**config.mk**
```make
export PLATFORM = sky130hd
export DESIGN_NAME = reg_block
export DESIGN_NICKNAME = d
export VERILOG_FILES = /design/src/rtl/reg_block.sv
export SDC_FILE = /design/constraint.sdc
export NUM_CORES = 1
export LEC_CHECK = 0
export ABC_AREA = 0
export BUFFER_PORTS_ARGS = -buffer_cell sky130_fd_sc_hd__buf_4
export CAP_MARGIN = 20
export CORE_MARGIN = 8
export CORE_UTILIZATION = 60
export DETAILED_ROUTE_END_ITERATION = 10
export PLACE_DENSITY = 0.81
export SYNTH_ARGS = -nofsm -noshare
export SYNTH_HDL_FRONTEND = slang
export SYNTH_SLANG_ARGS = --single-unit
```
**constraint.sdc**
```tcl
create_clock -name Clock -period 2.9 [get_ports Clock]
set_input_delay 0.29 -clock Clock [delete_from_list [all_inputs] [get_ports Clock]]
set_output_delay 0.29 -clock Clock [all_outputs]
set_load 0.02 [all_outputs]
```
**src/rtl/reg_block.sv**
```systemverilog
// reg_block -- 8 x 16-bit general-purpose register file.
//
// Two combinational read ports and one synchronous write port. Register 0 is
// hardwired to zero. Sits between decode (Rs1/Rs2/Rw) and the ALU/writeback
// path (Rd1/Rd2, WData/WE).
//
// Ports:
//   Clock        system clock, all state changes on the rising edge
//   Reset        synchronous, active-high; clears every register, beats WE
//   WE           write enable
//   Rw           write address
//   WData        write data
//   Rs1, Rs2     read addresses
//   Rd1, Rd2     read data (combinational, zero latency)
//
// Optional build macro: REGBLOCK_WRITE_BYPASS_EN
//   When defined, a read whose address matches an active write (WE=1,
//   Reset=0, Rw!=0) returns WData in the same cycle. Undefined: reads see
//   only stored contents; the new value appears after the rising edge.

module reg_block #(
    parameter int DATA_W = 16,
    parameter int ADDR_W = 3
) (
    input  logic              Clock,
    input  logic              Reset,
    input  logic              WE,
    input  logic [ADDR_W-1:0] Rw,
    input  logic [DATA_W-1:0] WData,
    input  logic [ADDR_W-1:0] Rs1,
    input  logic [ADDR_W-1:0] Rs2,
    output logic [DATA_W-1:0] Rd1,
    output logic [DATA_W-1:0] Rd2
);

    localparam int NREG = 2 ** ADDR_W;

    // Flops exist only for registers 1..NREG-1. regs is the architectural
    // view: entry 0 is a constant, so it reads zero even before the first
    // reset and no write or X on WE/Rw can ever reach it.
    logic [DATA_W-1:0] store [1:NREG-1];
    logic [DATA_W-1:0] regs  [0:NREG-1];

    always_comb begin
        regs[0] = '0;
        for (int i = 1; i < NREG; i++) begin
            regs[i] = store[i];
        end
    end

    // Per-register decode: an X on WE or Rw makes every compare false, so
    // nothing is written rather than something being corrupted.
    always_ff @(posedge Clock) begin
        if (Reset) begin
            for (int i = 1; i < NREG; i++) begin
                store[i] <= '0;
            end
        end else begin
            for (int i = 1; i < NREG; i++) begin
                if (WE && (Rw == ADDR_W'(i))) begin
                    store[i] <= WData;
                end
            end
        end
    end

`ifdef REGBLOCK_WRITE_BYPASS_EN
    logic wr_live;
    assign wr_live = WE && !Reset && (Rw != '0);

    always_comb begin
        Rd1 = regs[Rs1];
        Rd2 = regs[Rs2];
        if (wr_live && (Rs1 == Rw)) Rd1 = WData;
        if (wr_live && (Rs2 == Rw)) Rd2 = WData;
        // Address zero always wins over forwarding.
        if (Rs1 == '0) Rd1 = '0;
        if (Rs2 == '0) Rd2 = '0;
    end
`else
    always_comb begin
        Rd1 = regs[Rs1];
        Rd2 = regs[Rs2];
        if (Rs1 == '0) Rd1 = '0;
        if (Rs2 == '0) Rd2 = '0;
    end
`endif

endmodule

```
==> flow_summary.json, run 1 <==
{
  "antennaDiodeCount": 0,
  "nets": 558,
  "cellInternalPower_mw": 2.46,
  "fin_area_um2": 6980,
  "synth_compound_area_share_pct": 14.1,
  "finalSetupTns_ns": 0,
  "synthAdderAreaFrac_pct": 0,
  "synth_top_family_by_area": "simple AND/OR/NAND/NOR gates",
  "report.final.slew_viol_count": 0,
  "dieArea_um2": 14100,
  "path_delay_family": "buffers and inverters",
  "grt_pass1_wl_um": 26000,
  "dp.cells": 655,
  "fin_crit_sh_pct": 82.9,
  "via_per_inst": 6.70,
  "yosysUniqueCellTypes": 29,
  "cts_num_sinks": 112,
  "routedWlPerCell_um": 25.1,
  "io_buffer_count": 59,
  "top_layer": "met4",
  "fin_cells": 671,
  "fp-row-count": 37,
  "required_ns": 2.61,
  "cts_buffers": 9,
  "place_area_um2": 6810,
  "pwr-share-seq_pct": 57.2,
  "end_kind": "output port",
  "cts_tree": "done",
  "synthesis.area_um2": 6360,
  "worstSetupStartpointType": "primary input",
  "drive_gt1_share_pct": 27.1,
  "ys_seq_area_share_pct": 52.9,
  "hold_viol_final": 0,
  "placeableCoreArea_um2": 10300,
  "cap_violations": 0,
  "status": "finished, final reports clean",
  "period_needed_ns": 2.40,
  "cts_max_path_buffers": 2,
  "rsz0062_at_grt": "false",
  "cellPowerDensity_nw_per_um2": 489,
  "slowest_delay_ns": 0.44,
  "synthesis.nets": 512,
  "cts.repair.resized": 0,
  "start_util_pct": 61.6,
  "avgSynthCellArea_um2": 13.1,
  "pwr-share-clk_pct": 24.5,
  "synthXorXnorAreaFrac_pct": 0,
  "antenna_found_initial": 0,
  "largest_reg_flops": 112,
  "slowest_stage": "buf_4",
  "dr.pass1.iters": 6,
  "slew_headroom_pct": 44.5,
  "routed-wl-met3_um": 1510,
  "final_cell_mix": "and2_1, edfxtp_1, buf_4",
  "post_cts_buffers": 0,
  "wl_met2_um": 8170,
  "drt_wl_total_um": 16900,
  "drcViolationCount": 0,
  "gr-total-overflow": 0,
  "synth_seq_cells": 112,
  "timing.fmax_mhz": 416,
  "reg_top3": "store: 112 flops",
  "grt_usage_pct": 23.7,
  "cts_root_buf": "clkbuf_8",
  "critPathMostFrequentCell": "buf_4",
  "place.detailed.hpwl_um": 11100,
  "leakage_nw": 2.52,
  "grt_max_degree": 36,
  "crit_chain": "buf_4 > nor2b_2 > buf_4 > a221oi_1 > a311oi_1 > buf_4",
  "htreeDepth": 3,
  "netSwitchingFraction_pct": 28.0,
  "die_h_um": 119,
  "clk_pin_slew_worst_paths_ns": 0.10,
  "cts_hold_buf": 0,
  "hold_path_class": "primary input to register",
  "synth_mux_area_share_pct": 11.2,
  "m1WireLength_um": 6790,
  "die_w_um": 119,
  "path_class": "primary input to output port",
  "p_total_mw": 3.41,
  "switching_power_uw": 956,
  "path_max_fanout": 35,
  "yosys.area_share.simple_pct": 17.0,
  "yosys_warnings": 0,
  "io_pins": 60,
  "gp_congestion": 0.821,
  "num_vias": 4493,
  "postRouteAntennaNets": 0,
  "ir_drop_mv": 0.281,
  "comb_power_share_pct": 18.3,
  "drt_iter0_markers": 571,
  "syn2layout_area_growth_pct": 9.82,
  "finalSetupViolations": 0,
  "critPathBufInv": 3,
  "worst_pin_slew_ns": 0.832,
  "grt_pass1_vias": 4575,
  "largest_register": "store",
  "cp.arrival_ns": 2.11,
  "syn_inst": 484
}
logic make-up (layout without fill, tap and decap cells):
family	after synthesis	in the layout
simple gates	162	162
mux	64	64
compound gates	103	103
buf+inv	43	94
flops	112	112
synth_stat cells:
cell / number / area [um2]
a211oi_1: 33 / 248
a221oi_1: 22 / 193
a221oi_2: 9 / 135
a311oi_1: 32 / 280
and2_1: 112 / 701
and2b_1: 2 / 15.0
and3b_1: 1 / 8.76
buf_12: 1 / 20.0
buf_2: 14 / 70.1
buf_4: 11 / 82.6
buf_6: 6 / 67.6
buf_8: 2 / 30.0
clkbuf_1: 8 / 30.0
edfxtp_1: 112 / 3360
inv_1: 1 / 3.75
mux2_2: 23 / 259
mux2_4: 9 / 135
mux2i_1: 32 / 320
nand2_1: 2 / 7.51
nand2b_1: 3 / 18.8
nand2b_2: 2 / 17.5
nand3b_4: 1 / 20.0
nor2_2: 3 / 18.8
nor2b_1: 30 / 188
nor2b_2: 1 / 8.76
nor2b_4: 1 / 13.8
nor3_4: 4 / 65.1
o21ai_0: 6 / 30.0
o31ai_1: 1 / 7.51
layer usage:
layer	vias to the layer above	global-route usage, %
met3	36	5.10
met1	2199	29.9
met4	0	9.96
li1	1985	-
met2	273	38.9
met5	-	0
worst paths after layout:
| check | startpoint | endpoint | slack, ns | depth (start not counted) |
|---|---|---|---|---|
| worst max-delay path | Rs2[1] | Rd2[3] | 0.50 | 6 |
| worst min-delay path | WData[15] | store[0][127]$_SDFFCE_PN0P_ | 0.23 | 2 |
area by class of cell:
type / count / area, um2
clock buffer: 9 / 124
clock inverter: 7 / 47.5
fill: 732 / 3340
inverter: 1 / 3.75
multi-input combinational: 329 / 2700
sequential: 112 / 3360
tap: 136 / 170
timing repair buffer: 77 / 578
power by group through the flow:
stage | combinational [mW] | clock [mW] | sequential, mW
floorplan | 0.396 | 0 | 1.96
global placement | 0.606 | 0 | 1.98
detailed placement | 0.622 | 0 | 1.99
CTS | 0.624 | 0.843 | 1.95
global route | 0.662 | 0.905 | 1.96
finish | 0.624 | 0.837 | 1.95
stage by stage:
step | utilization, % | worst slack, ns | hold WS [ns]
after global placement | 66.0 | 0.579 | 0.614
after detailed placement | 66.0 | 0.522 | 0.620
after floorplan | - | 0.721 | 0.488
final | 67.6 | 0.497 | 0.234
after CTS | 67.6 | 0.506 | 0.220
after global routing | 67.6 | 0.373 | 0.215
Note: power is estimated with default switching activity, not from simulation.
==> run 2: changes to the inputs <==
==> constraint.sdc (replaced) <==
create_clock -name Clock -period 2.4 [get_ports Clock]
set_input_delay 0.24 -clock Clock [delete_from_list [all_inputs] [get_ports Clock]]
set_output_delay 0.24 -clock Clock [all_outputs]
set_load 0.02 [all_outputs]
==> run 2 against run 1 <==
  * Sequential power is 21% higher
  * Die area stayed put
  * Largest power group unchanged
  * Flip-flop and latch count stayed put
  * Largest cell class unchanged
  * Global-route usage is 0.10 points lower
  * Non-clock buffer count is 7 higher
  * Critical path depth stayed put
  * First-iteration DRC count is 0.70% higher
  * Worst setup slack worse by 0.092 ns
  * Core utilization is 0.98 points higher
  * Design area is 1.5% higher
  * Final cell count is 1.0% higher
==> flow_summary.json, run 2 (same netlist as run 1, synthesis figures left out) <==
{
  "cts_max_path_buffers": 2,
  "cts_buffers": 9,
  "die_w_um": 119,
  "placeableCoreArea_um2": 10300,
  "start_util_pct": 61.6,
  "period_needed_ns": 2.00,
  "slowest_stage": "a311oi_1",
  "finalSetupTns_ns": 0,
  "path_delay_family": "buffers and inverters",
  "slowest_delay_ns": 0.42,
  "path_class": "primary input to output port",
  "antenna_found_initial": 0,
  "dr.pass1.iters": 5,
  "clk_pin_slew_worst_paths_ns": 0.10,
  "hold_path_class": "primary input to register",
  "cts_num_sinks": 112,
  "post_cts_buffers": 0,
  "via_per_inst": 6.53,
  "nets": 565,
  "finalSetupViolations": 0,
  "grt_usage_pct": 23.6,
  "crit_chain": "buf_4 > nand2b_1 > buf_4 > a211oi_1 > a311oi_1 > buf_4",
  "gr-total-overflow": 0,
  "critPathMostFrequentCell": "buf_4",
  "path_max_fanout": 34,
  "leakage_nw": 2.59,
  "num_vias": 4429,
  "cts_hold_buf": 0,
  "hold_viol_final": 0,
  "required_ns": 2.16,
  "cellPowerDensity_nw_per_um2": 600,
  "end_kind": "output port",
  "slew_headroom_pct": 41.2,
  "place.detailed.hpwl_um": 11300,
  "io_buffer_count": 59,
  "antennaDiodeCount": 0,
  "worstSetupStartpointType": "primary input",
  "fp-row-count": 37,
  "cap_violations": 0,
  "syn2layout_area_growth_pct": 11.4,
  "cts_tree": "done",
  "postRouteAntennaNets": 0,
  "reg_top3": "store: 112 flops",
  "drive_gt1_share_pct": 28.4,
  "drt_wl_total_um": 16700,
  "cp.arrival_ns": 1.76,
  "dieArea_um2": 14100,
  "status": "finished, final reports clean",
  "grt_pass1_vias": 4593,
  "ir_drop_mv": 0.316,
  "largest_register": "store",
  "timing.fmax_mhz": 501,
  "p_total_mw": 4.25,
  "n_fill_cell": 745,
  "drt_iter0_markers": 575,
  "critPathBufInv": 3,
  "rsz0062_at_grt": "false",
  "io_pins": 60,
  "cts.repair.resized": 0,
  "cts_root_buf": "clkbuf_8",
  "grt_pass1_wl_um": 25700,
  "worst_pin_slew_ns": 0.881,
  "report.final.slew_viol_count": 0,
  "fin_cells": 678,
  "final_cell_mix": "and2_1, edfxtp_1, buf_4",
  "largest_reg_flops": 112,
  "htreeDepth": 3,
  "gp_congestion": 0.843,
  "grt_max_degree": 60,
  "drcViolationCount": 0,
  "fin_crit_sh_pct": 83.1,
  "routedWlPerCell_um": 24.6,
  "die_h_um": 119,
  "dp.cells": 662
}
==> run 2: final timing paths <==
check / startpoint / end / slack [ns] / cells past startpoint
worst min-delay path: WData[2] / store[0][82]$_SDFFCE_PN0P_ / 0.17 / 2
worst max-delay path: Rs2[0] / Rd2[0] / 0.40 / 6
==> run 2: metrics by stage <==
stage               util [%]  hold WS [ns]  setup slack [ns]  instance area [um2]
finish                  68.6         0.173             0.405                 7080
global route            68.6         0.170             0.335                 7080
CTS                     68.6         0.164             0.445                 7080
detailed placement      66.7         0.566             0.461                 6890
global placement        66.7         0.562             0.468                 6890
floorplan                  -         0.438             0.271                 6360
==> run 2: where the power goes <==
part	internal (mW)	switching, mW
clock	0.485	0.640
combinational	0.324	0.446
sequential	2.28	0.0734
total	3.09	1.16
==> run 2: area by class of cell <==
cell class                      count  area [um2]  area share, %
Clock inverter                      7        71.3           1.01
Tap cell                          136         170           2.40
Multi-Input combinational cell    329        2700           38.0
Timing Repair Buffer               84         656           9.26
Clock buffer                        9         124           1.75
Inverter                            1        3.75         0.0530
Sequential cell                   112        3360           47.5
==> run 2: layer usage <==
layer	track usage [%]	vias to the layer above	wire length, um	part of all wire [%]
met5	0	-	0	0
met4	8.30	0	318	1.9
met3	5.29	26	1650	9.9
met2	39.1	245	8170	49
met1	29.9	2177	6570	39
li1	-	1981	-	-
